--- src/rtl/conv_encoder_stream.sv ---
// Streaming convolutional encoder with valid/ready handshakes on both sides.
// Rate (1/2 or 1/3) and constraint length (3/5/7/9) are sampled while idle and
// latched on the first accepted bit of a frame. Every frame is closed with K-1
// zero tail bits, so the trellis always ends back in the all-zero state.
//
// Ports:
//   sys_clk, rst        clock, asynchronous active-low reset
//   en                  global enable for new input/tail beats
//   i_code_rate         0: rate 1/2, 1: rate 1/3
//   i_constr_len        00: K=3, 01: K=5, 10: K=7, 11: K=9
//   i_gen_poly_flat     generator j at [j*MAX_K +: MAX_K], bit i taps u delayed i cycles
//   s_valid/s_ready     input handshake, s_bit data, s_last end of frame
//   m_valid/m_ready     output handshake, m_data code word, m_tail/m_last beat flags
//   o_busy              frame in progress
//   o_frame_cnt         completed frame count (wraps)
module conv_encoder_stream #(
    parameter int unsigned MAX_K = 9,
    parameter int unsigned MAX_N = 3,
    parameter int unsigned CNT_W = 16
) (
    input  logic                   sys_clk,
    input  logic                   rst,
    input  logic                   en,
    input  logic                   i_code_rate,
    input  logic [1:0]             i_constr_len,
    input  logic [MAX_N*MAX_K-1:0] i_gen_poly_flat,
    input  logic                   s_valid,
    output logic                   s_ready,
    input  logic                   s_bit,
    input  logic                   s_last,
    output logic                   m_valid,
    input  logic                   m_ready,
    output logic [MAX_N-1:0]       m_data,
    output logic                   m_tail,
    output logic                   m_last,
    output logic                   o_busy,
    output logic [CNT_W-1:0]       o_frame_cnt
);

    localparam int unsigned TCW = $clog2(MAX_K);

    typedef enum logic [1:0] {StIdle, StData, StTail} state_e;

    state_e                 state_q, state_d;
    logic [MAX_K-2:0]       sr_q;
    logic                   rate_q;
    logic [1:0]             len_q;
    logic [MAX_N*MAX_K-1:0] poly_q;
    logic [TCW-1:0]         tail_cnt_q;
    logic                   m_valid_q, m_tail_q, m_last_q;
    logic [MAX_N-1:0]       m_data_q;
    logic [CNT_W-1:0]       frame_cnt_q;

    logic                   rate_sel;
    logic [1:0]             len_sel;
    logic [MAX_N*MAX_K-1:0] poly_sel;
    logic [3:0]             k_eff;
    logic [MAX_K-1:0]       k_mask;
    logic [MAX_K-1:0]       x;
    logic [MAX_N-1:0]       code;
    logic                   free, accept, tail_step, step, done, u;

    // Live config while idle so the first bit of a frame already uses it.
    always_comb begin
        rate_sel = rate_q;
        len_sel  = len_q;
        poly_sel = poly_q;
        if (state_q == StIdle) begin
            rate_sel = i_code_rate;
            len_sel  = i_constr_len;
            poly_sel = i_gen_poly_flat;
        end
        k_eff = {1'b0, len_sel, 1'b0} + 4'd3;
        for (int unsigned i = 0; i < MAX_K; i++) begin
            k_mask[i] = (i < 32'(k_eff));
        end
    end

    always_comb begin
        free      = !m_valid_q || m_ready;
        s_ready   = rst && en && (state_q != StTail) && free;
        accept    = s_valid && s_ready;
        tail_step = en && (state_q == StTail) && free && (tail_cnt_q != '0);
        step      = accept || tail_step;
        // Frame closes only once the final tail beat has been handed off.
        done      = (state_q == StTail) && m_valid_q && m_ready && m_last_q;
        u         = accept ? s_bit : 1'b0;
        x         = {sr_q, u};
        for (int unsigned j = 0; j < MAX_N; j++) begin
            code[j] = (j < (rate_sel ? 32'd3 : 32'd2)) ?
                      ^(poly_sel[j*MAX_K +: MAX_K] & x & k_mask) : 1'b0;
        end
    end

    always_comb begin
        state_d = state_q;
        unique case (state_q)
            StIdle:  if (accept) state_d = s_last ? StTail : StData;
            StData:  if (accept && s_last) state_d = StTail;
            StTail:  if (done) state_d = StIdle;
            default: state_d = StIdle;
        endcase
    end

    always_ff @(posedge sys_clk or negedge rst) begin
        if (!rst) begin
            state_q     <= StIdle;
            sr_q        <= '0;
            rate_q      <= 1'b0;
            len_q       <= '0;
            poly_q      <= '0;
            tail_cnt_q  <= '0;
            m_valid_q   <= 1'b0;
            m_data_q    <= '0;
            m_tail_q    <= 1'b0;
            m_last_q    <= 1'b0;
            frame_cnt_q <= '0;
        end else begin
            state_q <= state_d;
            if (state_q == StIdle && accept) begin
                rate_q <= i_code_rate;
                len_q  <= i_constr_len;
                poly_q <= i_gen_poly_flat;
            end
            if (done) begin
                sr_q <= '0;
            end else if (step) begin
                sr_q <= {sr_q[MAX_K-3:0], u};
            end
            if (accept && s_last) begin
                tail_cnt_q <= TCW'(k_eff - 4'd1);
            end else if (tail_step) begin
                tail_cnt_q <= tail_cnt_q - 1'b1;
            end
            if (step) begin
                m_valid_q <= 1'b1;
                m_data_q  <= code;
                m_tail_q  <= tail_step;
                m_last_q  <= tail_step && (tail_cnt_q == TCW'(1));
            end else if (m_valid_q && m_ready) begin
                m_valid_q <= 1'b0;
            end
            if (done) begin
                frame_cnt_q <= frame_cnt_q + 1'b1;
            end
        end
    end

    assign m_valid     = m_valid_q;
    assign m_data      = m_data_q;
    assign m_tail      = m_tail_q;
    assign m_last      = m_last_q;
    assign o_busy      = (state_q != StIdle);
    assign o_frame_cnt = frame_cnt_q;

endmodule
--- config.mk ---
export PLATFORM = sky130hd
export DESIGN_NAME = conv_encoder_stream
export DESIGN_NICKNAME = d
export VERILOG_FILES = /design/src/rtl/conv_encoder_stream.sv
export SDC_FILE = /design/constraint.sdc
export NUM_CORES = 1
export LEC_CHECK = 0
export ABC_AREA = 0
export BUFFER_PORTS_ARGS = -buffer_cell sky130_fd_sc_hd__buf_4
export CAP_MARGIN = 40
export CORE_MARGIN = 2
export CORE_UTILIZATION = 35
export CTS_BUF_LIST = sky130_fd_sc_hd__clkbuf_4
export DETAILED_ROUTE_END_ITERATION = 10
export MAX_ROUTING_LAYER = met4
export PLACE_DENSITY = 0.62
export SETUP_SLACK_MARGIN = 0.02
export SYNTH_ARGS = -nofsm -noshare
export SYNTH_HDL_FRONTEND = slang
export SYNTH_SLANG_ARGS = --single-unit
--- constraint.sdc ---
create_clock -name sys_clk -period 7.3 [get_ports sys_clk]
set_input_delay 1.095 -clock sys_clk [delete_from_list [all_inputs] [get_ports sys_clk]]
set_output_delay 1.095 -clock sys_clk [all_outputs]
set_load 0.01 [all_outputs]
* After elaboration in Yosys (flattened, before gate mapping)
Index checks and enable logic that the tools add are counted.
** Storage, ports and cells
- Register bits :: 66
- Input bits :: 37
- Output and inout bits :: 24
- Word-level logic and storage cells :: 86
** Cells by class
- Add/sub/neg operators :: 4
- Order comparisons :: 12
- Equal/unequal tests :: 7
- Mux-type cells :: 19
- Bitwise operators :: 6
- Reductions and logical operators :: 27
** Operator list (count)
- 1-bit by 32-bit < comparator with 1-bit output (first input constant) :: 2
- 9-bit AND :: 6
- 27-bit two-way mux :: 1
- 9-bit parity :: 3
- 16-bit by 1-bit adder with 16-bit output (second input constant) :: 1
- 3-bit by 4-bit < comparator with 1-bit output (first input constant) :: 4
- 8-bit two-way mux :: 2
- 1-bit logical AND :: 14
- 2-bit two-way mux :: 5
- 1-bit by 4-bit < comparator with 1-bit output (first input constant) :: 2
- 2-bit by 4-bit < comparator with 1-bit output (first input constant) :: 2
- 1-bit two-way mux :: 8
- 4-bit two-way mux :: 2
- 2-bit inequality test (second input constant) :: 4
- 2-bit nonzero test :: 4
- 4-bit by 1-bit subtractor with 4-bit output (second input constant) :: 2
- 2-bit case mux with 3 select lines :: 1
- 3-bit by 2-bit adder with 4-bit output (second input constant) :: 1
- 4-bit by 1-bit equality test with 1-bit output (second input constant) :: 1
- 4-bit < comparator (first input constant) :: 1
- 4-bit nonzero test :: 1
- 3-bit AND reduction :: 1
- 2-bit by 1-bit equality test with 1-bit output (second input constant) :: 1
- 2-bit equality test (second input constant) :: 1
- 4 further kinds :: 5

* Longest topological paths before layout
Gate-level depths: netlist of the first run.
- Depth after elaboration :: 9
- Depth in mapped cells :: 11
- Depth with buffers taken out :: 9

* Least setup slack after synthesis of the first run
Ideal clock, no wire load.
- Path kind :: input port to flip-flop
- Start point :: input i_constr_len[1]
- End point :: register m_data_q[0], in the netlist m_data[0]
- Data arrival time :: 3.169 ns
- Setup slack :: 4.007 ns
- Cell stages on the path :: 9
- Buffers on the path :: 0
- Path through :: or3b_1 > and2_1 > ha_1 > nand2b_1 > a21oi_1 > xnor3_1 > xnor3_1 > xnor3_1 > mux2_2
** Between the ends
- Word-level cells in the longest chain between the ends :: 6
- Elaborated cells on any way between the ends :: 14
** Ends and longest elaborated chain
- from (decl) :: RTL line 25 : input logic [1:0] i_constr_len,
- 2-bit two-way mux (*) :: RTL line 68 : if (state_q == StIdle) begin
- 3-bit by 2-bit adder with 4-bit output (*) :: RTL line 73 : k_eff = {1'b0, len_sel, 1'b0} + 4'd3;
- 1-bit by 4-bit < comparator with 1-bit output, or another cell as far along :: RTL line 75 : k_mask[i] = (i < 32'(k_eff));
- 9-bit AND (*) :: RTL line 91 : ^(poly_sel[j*MAX_K +: MAX_K] & x & k_mask) : 1'b0;
- 9-bit parity (*) :: RTL line 91
- 1-bit two-way mux (*) :: RTL line 90 : code[j] = (j < (rate_sel ? 32'd3 : 32'd2)) ?
- to (signal assigned) :: RTL line 137 : m_data_q <= code;
- to (decl) :: RTL line 51 : logic [MAX_N-1:0] m_data_q;
Mark *: on every way between the ends. The rest lies on a longest branch, timed or not.
A chain may end at the register's enable or synchronous reset.

* Worst setup path after layout of the first run
- Start point :: input rst
- End point :: output s_ready
** Between the ends
- Word-level cells in the longest chain between the ends :: 3
** Ends and longest elaborated chain
- from (decl) :: RTL line 22 : input logic rst,
- 1-bit logical AND (3 in a row) :: RTL line 81 : s_ready = rst && en && (state_q != StTail) && free;
- to (decl) :: RTL line 28 : output logic s_ready,
No other way between the ends.

==> results of run 1 <==
## synthesized netlist by cell type (all sizes together), types with 3 or more instances
cell / count
nand4: 4
a21oi: 15
o21a: 9
nor3: 3
o21ai: 21
xnor3: 9
nand2: 49
xnor2: 11
and2: 4
nand3: 7
xor2: 11
nor2: 17
mux2: 34
clkbuf: 10
dfrtp: 66
inv: 9
a2111oi: 3
nor3b: 15
and3: 3
or3b: 8
buf: 7
ha: 4
nand2b: 4
mux2i: 6
## final cells by class
class | count | area (sq um) | share of cell area
clock buffers | 9 | 67.6 | 0.0154
clock inverters | 7 | 101 | 0.0231
inverters | 9 | 33.8 | 0.00769
multi-input cells | 252 | 1860 | 0.424
flip-flops and latches | 66 | 1650 | 0.376
well taps | 136 | 170 | 0.0387
repair buffers | 65 | 508 | 0.116
## layer usage
| metal | wire length (um) | vias up |
|---|---|---|
| met1 | 3900 | 1279 |
| li1 | - | 1319 |
| met5 | 0 | - |
| met2 | 3730 | 69 |
| met3 | 372 | 15 |
| met4 | 232 | 0 |
## registers in the layout, indices dropped and copies added, names as in the netlist
name         count
m_last           1
m_data           3
m_tail           1
sr_q             8
m_valid          1
state_q          2
rate_q           1
poly_q          27
o_frame_cnt     16
len_q            2
tail_cnt_q       4
## logic make-up after synthesis
family | Yosys count
AOI/OAI and AO/OA | 59
xor gates and xnor gates | 31
adders and majority gates | 4
buffers and inverters | 26
DFF | 66
muxes | 40
and+or+nand+nor | 118
## power groups by stage
stage	Sequential [uW]	Combinational [uW]	Clock, uW
after detailed placement	580	582	0
final	573	575	291
after floorplan	563	433	0
after global placement	576	571	0
after CTS	573	584	297
after global routing	593	640	316
## worst max-delay path by stage
stage / start / to / cells after the start / slack, ps
2_1_floorplan: i_constr_len[1] / m_data[0]$_DFFE_PN0P_ / 9 / 4010
3_3_place_gp: rst / poly_q[25]$_DFFE_PN0P_ / 6 / 3480
3_5_place_dp: i_constr_len[1] / m_data[0]$_DFFE_PN0P_ / 10 / 3710
4_1_cts: rst / s_ready / 5 / 3980
5_1_grt: rst / s_ready / 5 / 3860
6_report: rst / s_ready / 5 / 4020
## worst max-delay path, delay by kind of cell
family	cells	cell delay, ps
buffers and inverters	4	730
AND/OR/NAND/NOR	1	320
## per-stage QoR
stage	cells	instance area, sq um
after floorplan	344	3640
after global placement	526	4190
after detailed placement	528	4220
after CTS	544	4390
after global routing	544	4390
final	544	4390
==> run_results.csv, run 1 <==
group,metric,value,unit
floorplanning,io_pins,61,
power_and_ir_drop,p_seq_frac,0.398,
place,dp_worst_setup_slack,3710,ps
yosys,yosys.area_share.simple,0.167,
drt,drc,0,
global_routing,antenna_found_initial,0,
floorplanning,start_util,0.356,
clocking,post-cts-setup-buffer-count,0,
critical_path,crit_top_cell,"buf_4",
clocking,clock_tree.root_cell,"clkbuf_4",
drt,routedWlPerCell,15.1,um
clocking,clkTransAtPathRegs,120,ps
floorplanning,die_area,11200,sq um
sta,hold-worst-slack,474,ps
layout,fillers,996,
global_routing,top_usage_layer,"met2",
power_and_ir_drop,power_switching,519,uW
yosys,synth_warnings,0,
yosys,ys_top_cells_by_area,"dfrtp_1 (45%), mux2_2 (11%), xnor3_1 (5.6%), nand2_1 (5.0%), nor3b_1 (2.9%)",
sta,finalHoldViolCount,0,
critical_path,path_class,"in -> out",
sta,finalSetupViolations,0,
power_and_ir_drop,netSwitchingFraction,0.361,
sta,slew_headroom,0.467,
critical_path,r2r-end,"m_data[0]$_DFFE_PN0P_",
yosys,syn_inst,344,
global_routing,grt-ovfl-total,0,
place,place_hpwl,6110,um
yosys,seq_area_frac_synth,0.453,
global_routing,met1_usage,0.211,
sta,drv_slew,0,
sta,setup_slack,4020,ps
clocking,numCtsBuffers,9,
power_and_ir_drop,ir_drop,0.000108,V
drt,via_per_inst,4.93,
yosys,async_flop_share,1.00,
sta,tightest_slew,799,ps
sta,clock.fmax,305,MHz
drt,drt_iter0_drc,125,
floorplanning,core_area,10200,sq um
sta,period_share,0.449,
outcome,status,"finished, final reports clean",
critical_path,required,6200,ps
critical_path,reg2reg_from,"state_q[0]$_DFFE_PN0P_",
yosys,synth_compound_area_frac,0.100,
layout,layout_commonest_cell,"dfrtp_1",
layout,nets,444,
critical_path,path_max_fanout,62,
yosys,synth_mux_area_frac,0.122,
critical_path,crit_arrival,2180,ps
clocking,clkSinkCount,66,
power_and_ir_drop,leakage,0.00206,uW
yosys,synth_ff_type,"dfrtp_1",
layout,diodes,0,
clocking,cts_tree,"built",
yosys,yosysTopAreaCell,"dfrtp_1",
sta,tns,0,ps
place,place.gp.congestion,0.884,
yosys,synthDistinctLibCells,42,
power_and_ir_drop,power.total,1440,uW
drt,wl,8240,um
layout,fin_util,0.429,
critical_path,startpoint_type,"input port",
clocking,clk_latency,420,ps
yosys,synth_top_family_by_area,"simple AND/OR/NAND/NOR gates",
critical_path,crit_chain,"buf_4 > buf_16 > nand4_1 > inv_1 > buf_4",
global_routing,grt_use_total,0.160,
global_routing,grt_max_degree,63,
critical_path,slowest_delay,320,ps
layout,final_cell_mix,"dfrtp_1 (66), buf_4 (64), nand2_1 (49), mux2_2 (34), o21ai_0 (21)",
sta,fin_skew,8.88,ps
drt,drt_first_pass_iters,4,
yosys,synthesis.area,3640,sq um
critical_path,r2r_cells,10,
floorplanning,die_h,106,um
yosys,synth.avg_cell_area,10.6,sq um
power_and_ir_drop,clkPwrFrac,0.202,
global_routing,grt_pass1_wl,13600,um
sta,rsz0062_at_grt,"false",
clocking,cts_max_path_buffers,2,
critical_path,r2r_slack,4140,ps
yosys,synth-xor-area-share,0.109,
run,maxCapViolCount,0,
critical_path,critPathCaptureType,"output pin",
clocking,htreeDepth,3,
floorplanning,die_width,106,um
power_and_ir_drop,power.density,328,nW/um^2
clocking,ctsResizeCount,0,
power_and_ir_drop,p_int,920,uW
layout,area_growth,20.6,%
global_routing,use_met3,0.0368,
place,placement.io_buffers,60,
min_path,min_path_type,"in -> async",
yosys,synth_seq_cells,66,
drt,vias,2682,
clocking,ctsHoldBuffers,0,
global_routing,grt_pass1_vias,2697,
global_routing,use_met2,0.240,
yosys,synth_fa_ha_area_frac,0.0137,
drt,antenna_left,0,
layout,drive_gt1_frac,0.304,
yosys,synth_nets,385,
critical_path,slowest_stage,"nand4_1",
sta,period_needed,3280,ps
floorplanning,rows,37,
yosys,synth_edf_count,0,
yosys,netlist.area_leader.share,0.453,
power_and_ir_drop,pwr-share-comb,0.400,
Power figures use the tool's default switching activity.
==> inputs of run 2 (changes only) <==
==> constraint.sdc (replaced) <==
create_clock -name sys_clk -period 3.4 [get_ports sys_clk]
set_input_delay 0.51 -clock sys_clk [delete_from_list [all_inputs] [get_ports sys_clk]]
set_output_delay 0.51 -clock sys_clk [all_outputs]
set_load 0.01 [all_outputs]
==> run_results.csv, run 2 (synthesized netlist as in run 1, its figures left out) <==
group,metric,value,unit
floorplanning,die_h,106,um
critical_path,slowest_delay,560,ps
layout,largest-register,"poly_q",
run,maxCapViolCount,0,
global_routing,grt_pass1_wl,14300,um
place,place.gp.congestion,0.934,
place,placed_cell_area,4220,sq um
critical_path,path_max_fanout,15,
min_path,min_path_type,"in -> async",
clocking,clkSinkCount,66,
critical_path,r2r-end,"m_data[0]$_DFFE_PN0P_",
power_and_ir_drop,netSwitchingFraction,0.371,
power_and_ir_drop,ir_drop,0.000235,V
power_and_ir_drop,clkPwrFrac,0.181,
critical_path,crit_buf_inv,1,
critical_path,required,3730,ps
critical_path,reg2reg_from,"state_q[1]$_DFFE_PN0P_",
sta,drv_slew,0,
clocking,numCtsBuffers,9,
global_routing,grt_max_degree,67,
critical_path,path_class,"reg -> reg",
power_and_ir_drop,p_int,1910,uW
clocking,clkTransAtPathRegs,130,ps
clocking,ctsResizeCount,0,
sta,finalSetupViolations,0,
critical_path,critPathCaptureType,"flip-flop",
sta,period_needed,3000,ps
layout,nets,446,
global_routing,grt-ovfl-total,0,
layout,area_growth,19.7,%
power_and_ir_drop,power_switching,1130,uW
global_routing,grt_pass1_vias,2817,
outcome,status,"finished, final reports clean",
clocking,htreeDepth,3,
critical_path,crit_top_cell,"xnor3_1",
sta,clock.fmax,334,MHz
critical_path,crit_arrival,3330,ps
sta,fin_skew,17.4,ps
critical_path,r2r_cells,10,
floorplanning,die_area,11200,sq um
power_and_ir_drop,leakage,0.00205,uW
drt,routedWlPerCell,15.5,um
drt,via_per_inst,5.03,
clocking,cts_max_path_buffers,2,
critical_path,critPathTopFamily,"XOR/XNOR gates",
sta,tightest_slew,847,ps
place,place_hpwl,6380,um
drt,wl,8460,um
drt,antenna_left,0,
floorplanning,io_pins,61,
sta,setup_slack,405,ps
critical_path,startpoint_type,"flip-flop",
layout,drive_gt1_frac,0.307,
clocking,ctsHoldBuffers,0,
sta,tns,0,ps
global_routing,antenna_found_initial,0,
floorplanning,die_width,106,um
sta,rsz0062_at_grt,"false",
layout,fillers,1006,
sta,slew_headroom,0.435,
sta,period_share,0.881,
power_and_ir_drop,p_seq_frac,0.414,
critical_path,crit_chain,"buf_4 > o21ai_0 > and2_1 > ha_1 > nand2b_1 > a21oi_1 > xnor3_1 > xnor3_1 > xnor3_1 > mux2_2",
power_and_ir_drop,power.density,697,nW/um^2
clocking,clock_tree.root_cell,"clkbuf_4",
layout,fin_area,4360,sq um
drt,vias,2747,
clocking,cts_tree,"built",
layout,diodes,0,
sta,finalHoldViolCount,0,
critical_path,slowest_stage,"dfrtp_1",
power_and_ir_drop,pwr-share-comb,0.405,
place,placement.io_buffers,60,
layout,final_cell_mix,"buf_4 (67), dfrtp_1 (66), nand2_1 (49), mux2_2 (34), o21ai_0 (21)",
floorplanning,start_util,0.356,
drt,drt_first_pass_iters,4,
drt,drt_iter0_drc,158,
floorplanning,rows,37,
place,dp_worst_setup_slack,434,ps
layout,layout_commonest_cell,"buf_4",
clocking,clk_latency,430,ps
drt,drc,0,
global_routing,grt_use_total,0.170,
clocking,post-cts-setup-buffer-count,0,
critical_path,r2r_slack,400,ps
layout,largest_reg_flops,27,
floorplanning,core_area,10200,sq um
layout,fin_util,0.426,
-- run 2: cell count changes in the layout (fill, tap and decap cells not counted) --
cell       before  now
buf_4          64   67
buf_16          1    0
bufinv_16       2    1
clkinv_2        0    1
-- run 2: final cells by class --
type	count	area [sq um]	share of cell area
multi-input combinational	252	1860	0.426
sequential	66	1650	0.379
timing repair buffer	67	503	0.115
tap	136	170	0.0390
clock inverter	7	76.3	0.0175
clock buffer	9	67.6	0.0155
inverter	9	33.8	0.00774
-- run 2: metal layers --
layer  global-route usage  vias to the layer above  part of all wire
li1                     -                     1325                 -
met1                0.216                     1334              0.46
met2                0.254                       69              0.46
met3               0.0454                       19             0.045
met4               0.0789                        0             0.031
met5                    -                        -                 0
-- run 2: worst max-delay path by stage --
stage,from,endpoint,slack [ps],cells past startpoint
after floorplan,state_q[0]$_DFFE_PN0P_,m_data[0]$_DFFE_PN0P_,670,11
after global placement,i_constr_len[1],m_data[0]$_DFFE_PN0P_,500,10
after detailed placement,i_constr_len[1],m_data[0]$_DFFE_PN0P_,430,10
after CTS,state_q[0]$_DFFE_PN0P_,m_data[0]$_DFFE_PN0P_,430,9
after global routing,state_q[1]$_DFFE_PN0P_,m_data[0]$_DFFE_PN0P_,190,10
final,state_q[1]$_DFFE_PN0P_,m_data[0]$_DFFE_PN0P_,400,10
-- run 2: stage by stage --
step	hold WS, ps	power [uW]	cells
finish	293	3040	546
global placement	462	2490	530
detailed placement	475	2520	530
global route	276	3280	546
CTS	291	3070	546
floorplan	214	2140	344
-- run 2: power by group through the flow --
stage / sequential, uW / combinational, uW / clock (uW)
global placement: 1260 / 1220 / 0
detailed placement: 1270 / 1240 / 0
CTS: 1260 / 1250 / 566
global route: 1310 / 1380 / 601
finish: 1260 / 1230 / 551
floorplan: 1210 / 931 / 0
==> inputs of run 3 (changes only) <==
--- a/config.mk
+++ b/config.mk
@@ -12,8 +12,10 @@
 export CORE_UTILIZATION = 35
 export CTS_BUF_LIST = sky130_fd_sc_hd__clkbuf_4
 export DETAILED_ROUTE_END_ITERATION = 10
+export GPL_TIMING_DRIVEN = 0
 export MAX_ROUTING_LAYER = met4
 export PLACE_DENSITY = 0.62
+export RECOVER_POWER = 100
 export SETUP_SLACK_MARGIN = 0.02
 export SYNTH_ARGS = -nofsm -noshare
 export SYNTH_HDL_FRONTEND = slang
==> run_results.csv, run 3 (synthesized netlist as in run 1, its figures left out) <==
group,metric,value,unit
clocking,numCtsBuffers,9,
floorplanning,io_pins,61,
critical_path,required,3730,ps
layout,largest_reg_flops,27,
floorplanning,start_util,0.356,
power_and_ir_drop,clkPwrFrac,0.182,
global_routing,antenna_found_initial,0,
clocking,cts_max_path_buffers,2,
drt,drt_iter0_drc,77,
power_and_ir_drop,p_int,1900,uW
critical_path,path_max_fanout,10,
sta,rsz0062_at_grt,"false",
drt,vias,2795,
sta,fin_skew,18.1,ps
power_and_ir_drop,pwr-share-comb,0.416,
drt,drt_first_pass_iters,4,
clocking,clk_latency,430,ps
place,place_hpwl,6470,um
power_and_ir_drop,p_seq_frac,0.402,
critical_path,critPathCaptureType,"flip-flop",
power_and_ir_drop,netSwitchingFraction,0.375,
drt,drc,0,
sta,tightest_slew,745,ps
layout,fin_cells,558,
critical_path,slowest_delay,420,ps
critical_path,r2r_slack,290,ps
layout,final_cell_mix,"dfrtp_1 (66), nand2_1 (49), buf_4 (37), mux2_2 (34), clkbuf_1 (33)",
place,place.gp.congestion,0.827,
layout,area_growth,19.5,%
critical_path,critPathTopFamily,"simple AND/OR/NAND/NOR gates",
layout,fin_util,0.426,
power_and_ir_drop,ir_drop,0.000230,V
power_and_ir_drop,leakage,0.00199,uW
critical_path,crit_chain,"buf_6 > or3b_1 > and2_1 > ha_1 > nor2b_1 > o21ai_0 > xnor3_1 > xnor3_1 > xnor3_1 > mux2_2",
sta,clock.fmax,321,MHz
layout,fin_area,4360,sq um
sta,period_needed,3110,ps
critical_path,crit_buf_inv,1,
layout,layout_commonest_cell,"dfrtp_1",
global_routing,grt_pass1_vias,2865,
sta,hold-worst-slack,310,ps
global_routing,grt_max_degree,45,
power_and_ir_drop,power.density,699,nW/um^2
sta,slew_headroom,0.504,
critical_path,startpoint_type,"flip-flop",
drt,antenna_left,0,
clocking,htreeDepth,3,
sta,tns,0,ps
place,dp.cells,541,
clocking,clkTransAtPathRegs,130,ps
layout,drive_gt1_frac,0.244,
place,placed_cell_area,4290,sq um
sta,period_share,0.916,
critical_path,crit_arrival,3440,ps
floorplanning,die_width,106,um
floorplanning,core_area,10200,sq um
sta,finalHoldViolCount,0,
power_and_ir_drop,power_switching,1140,uW
drt,routedWlPerCell,15.5,um
layout,largest-register,"poly_q",
min_path,min_path_type,"in -> reg",
global_routing,grt_use_total,0.169,
drt,via_per_inst,5.01,
floorplanning,die_h,106,um
clocking,cts_tree,"built",
critical_path,crit_top_cell,"xnor3_1",
global_routing,grt_pass1_wl,14300,um
sta,drv_slew,0,
outcome,status,"finished, final reports clean",
critical_path,path_class,"reg -> reg",
floorplanning,rows,37,
layout,diodes,0,
critical_path,slowest_stage,"or3b_1",
drt,wl,8640,um
layout,nets,458,
run,maxCapViolCount,0,
clocking,clkSinkCount,66,
clocking,clock_tree.root_cell,"clkbuf_4",
floorplanning,die_area,11200,sq um
place,placement.io_buffers,60,
sta,finalSetupViolations,0,
global_routing,grt-ovfl-total,0,
-- run 3: area by class of cell --
cell class,instances,area [sq um]
fill,1038,5880
multi-input combinational,252,1860
sequential,66,1650
timing repair buffer,62,402
tap,136,170
buffer,17,97.6
clock inverter,7,75.1
clock buffer,9,67.6
inverter,9,33.8
-- run 3: metal layers --
| layer | share of wire | vias to the layer above | GRT usage |
|---|---|---|---|
| met5 | 0 | - | - |
| met4 | 0.014 | 0 | 0.0620 |
| met3 | 0.039 | 11 | 0.0319 |
| met2 | 0.49 | 60 | 0.269 |
| met1 | 0.46 | 1373 | 0.216 |
| li1 | - | 1351 | - |
-- run 3: final timing paths --
path / start / to / cells after the start
min in group asynchronous: rst / poly_q[13]$_DFFE_PN0P_ / 2
max: state_q[1]$_DFFE_PN0P_ / m_data[1]$_DFFE_PN0P_ / 10
max in group asynchronous: rst / poly_q[1]$_DFFE_PN0P_ / 3
min reg2reg: o_frame_cnt[15]$_DFFE_PN0P_ / o_frame_cnt[15]$_DFFE_PN0P_ / 1
min: i_gen_poly_flat[13] / poly_q[13]$_DFFE_PN0P_ / 2
max reg2reg: state_q[1]$_DFFE_PN0P_ / m_data[1]$_DFFE_PN0P_ / 10
-- run 3: what timing repair did --
item / CTS / global route
resized for setup: 0 / 0
buffers inserted: 0 / 0
hold buffers: 1 / 0
hold endpoints to repair: 23 / 0
-- run 3: per-stage QoR --
stage	power, uW	worst slack (ps)
2_1_floorplan	2140	670
3_3_place_gp	2510	84.2
3_5_place_dp	2560	231
4_1_cts	3110	294
5_1_grt	3270	32.6
6_report	3050	285
-- run 3: power by group through the flow --
stage	Sequential (uW)	Combinational (uW)	Clock, uW
floorplan	1210	931	0
global placement	1230	1280	0
detailed placement	1240	1320	0
CTS	1230	1320	566
global route	1260	1410	601
finish	1230	1270	553
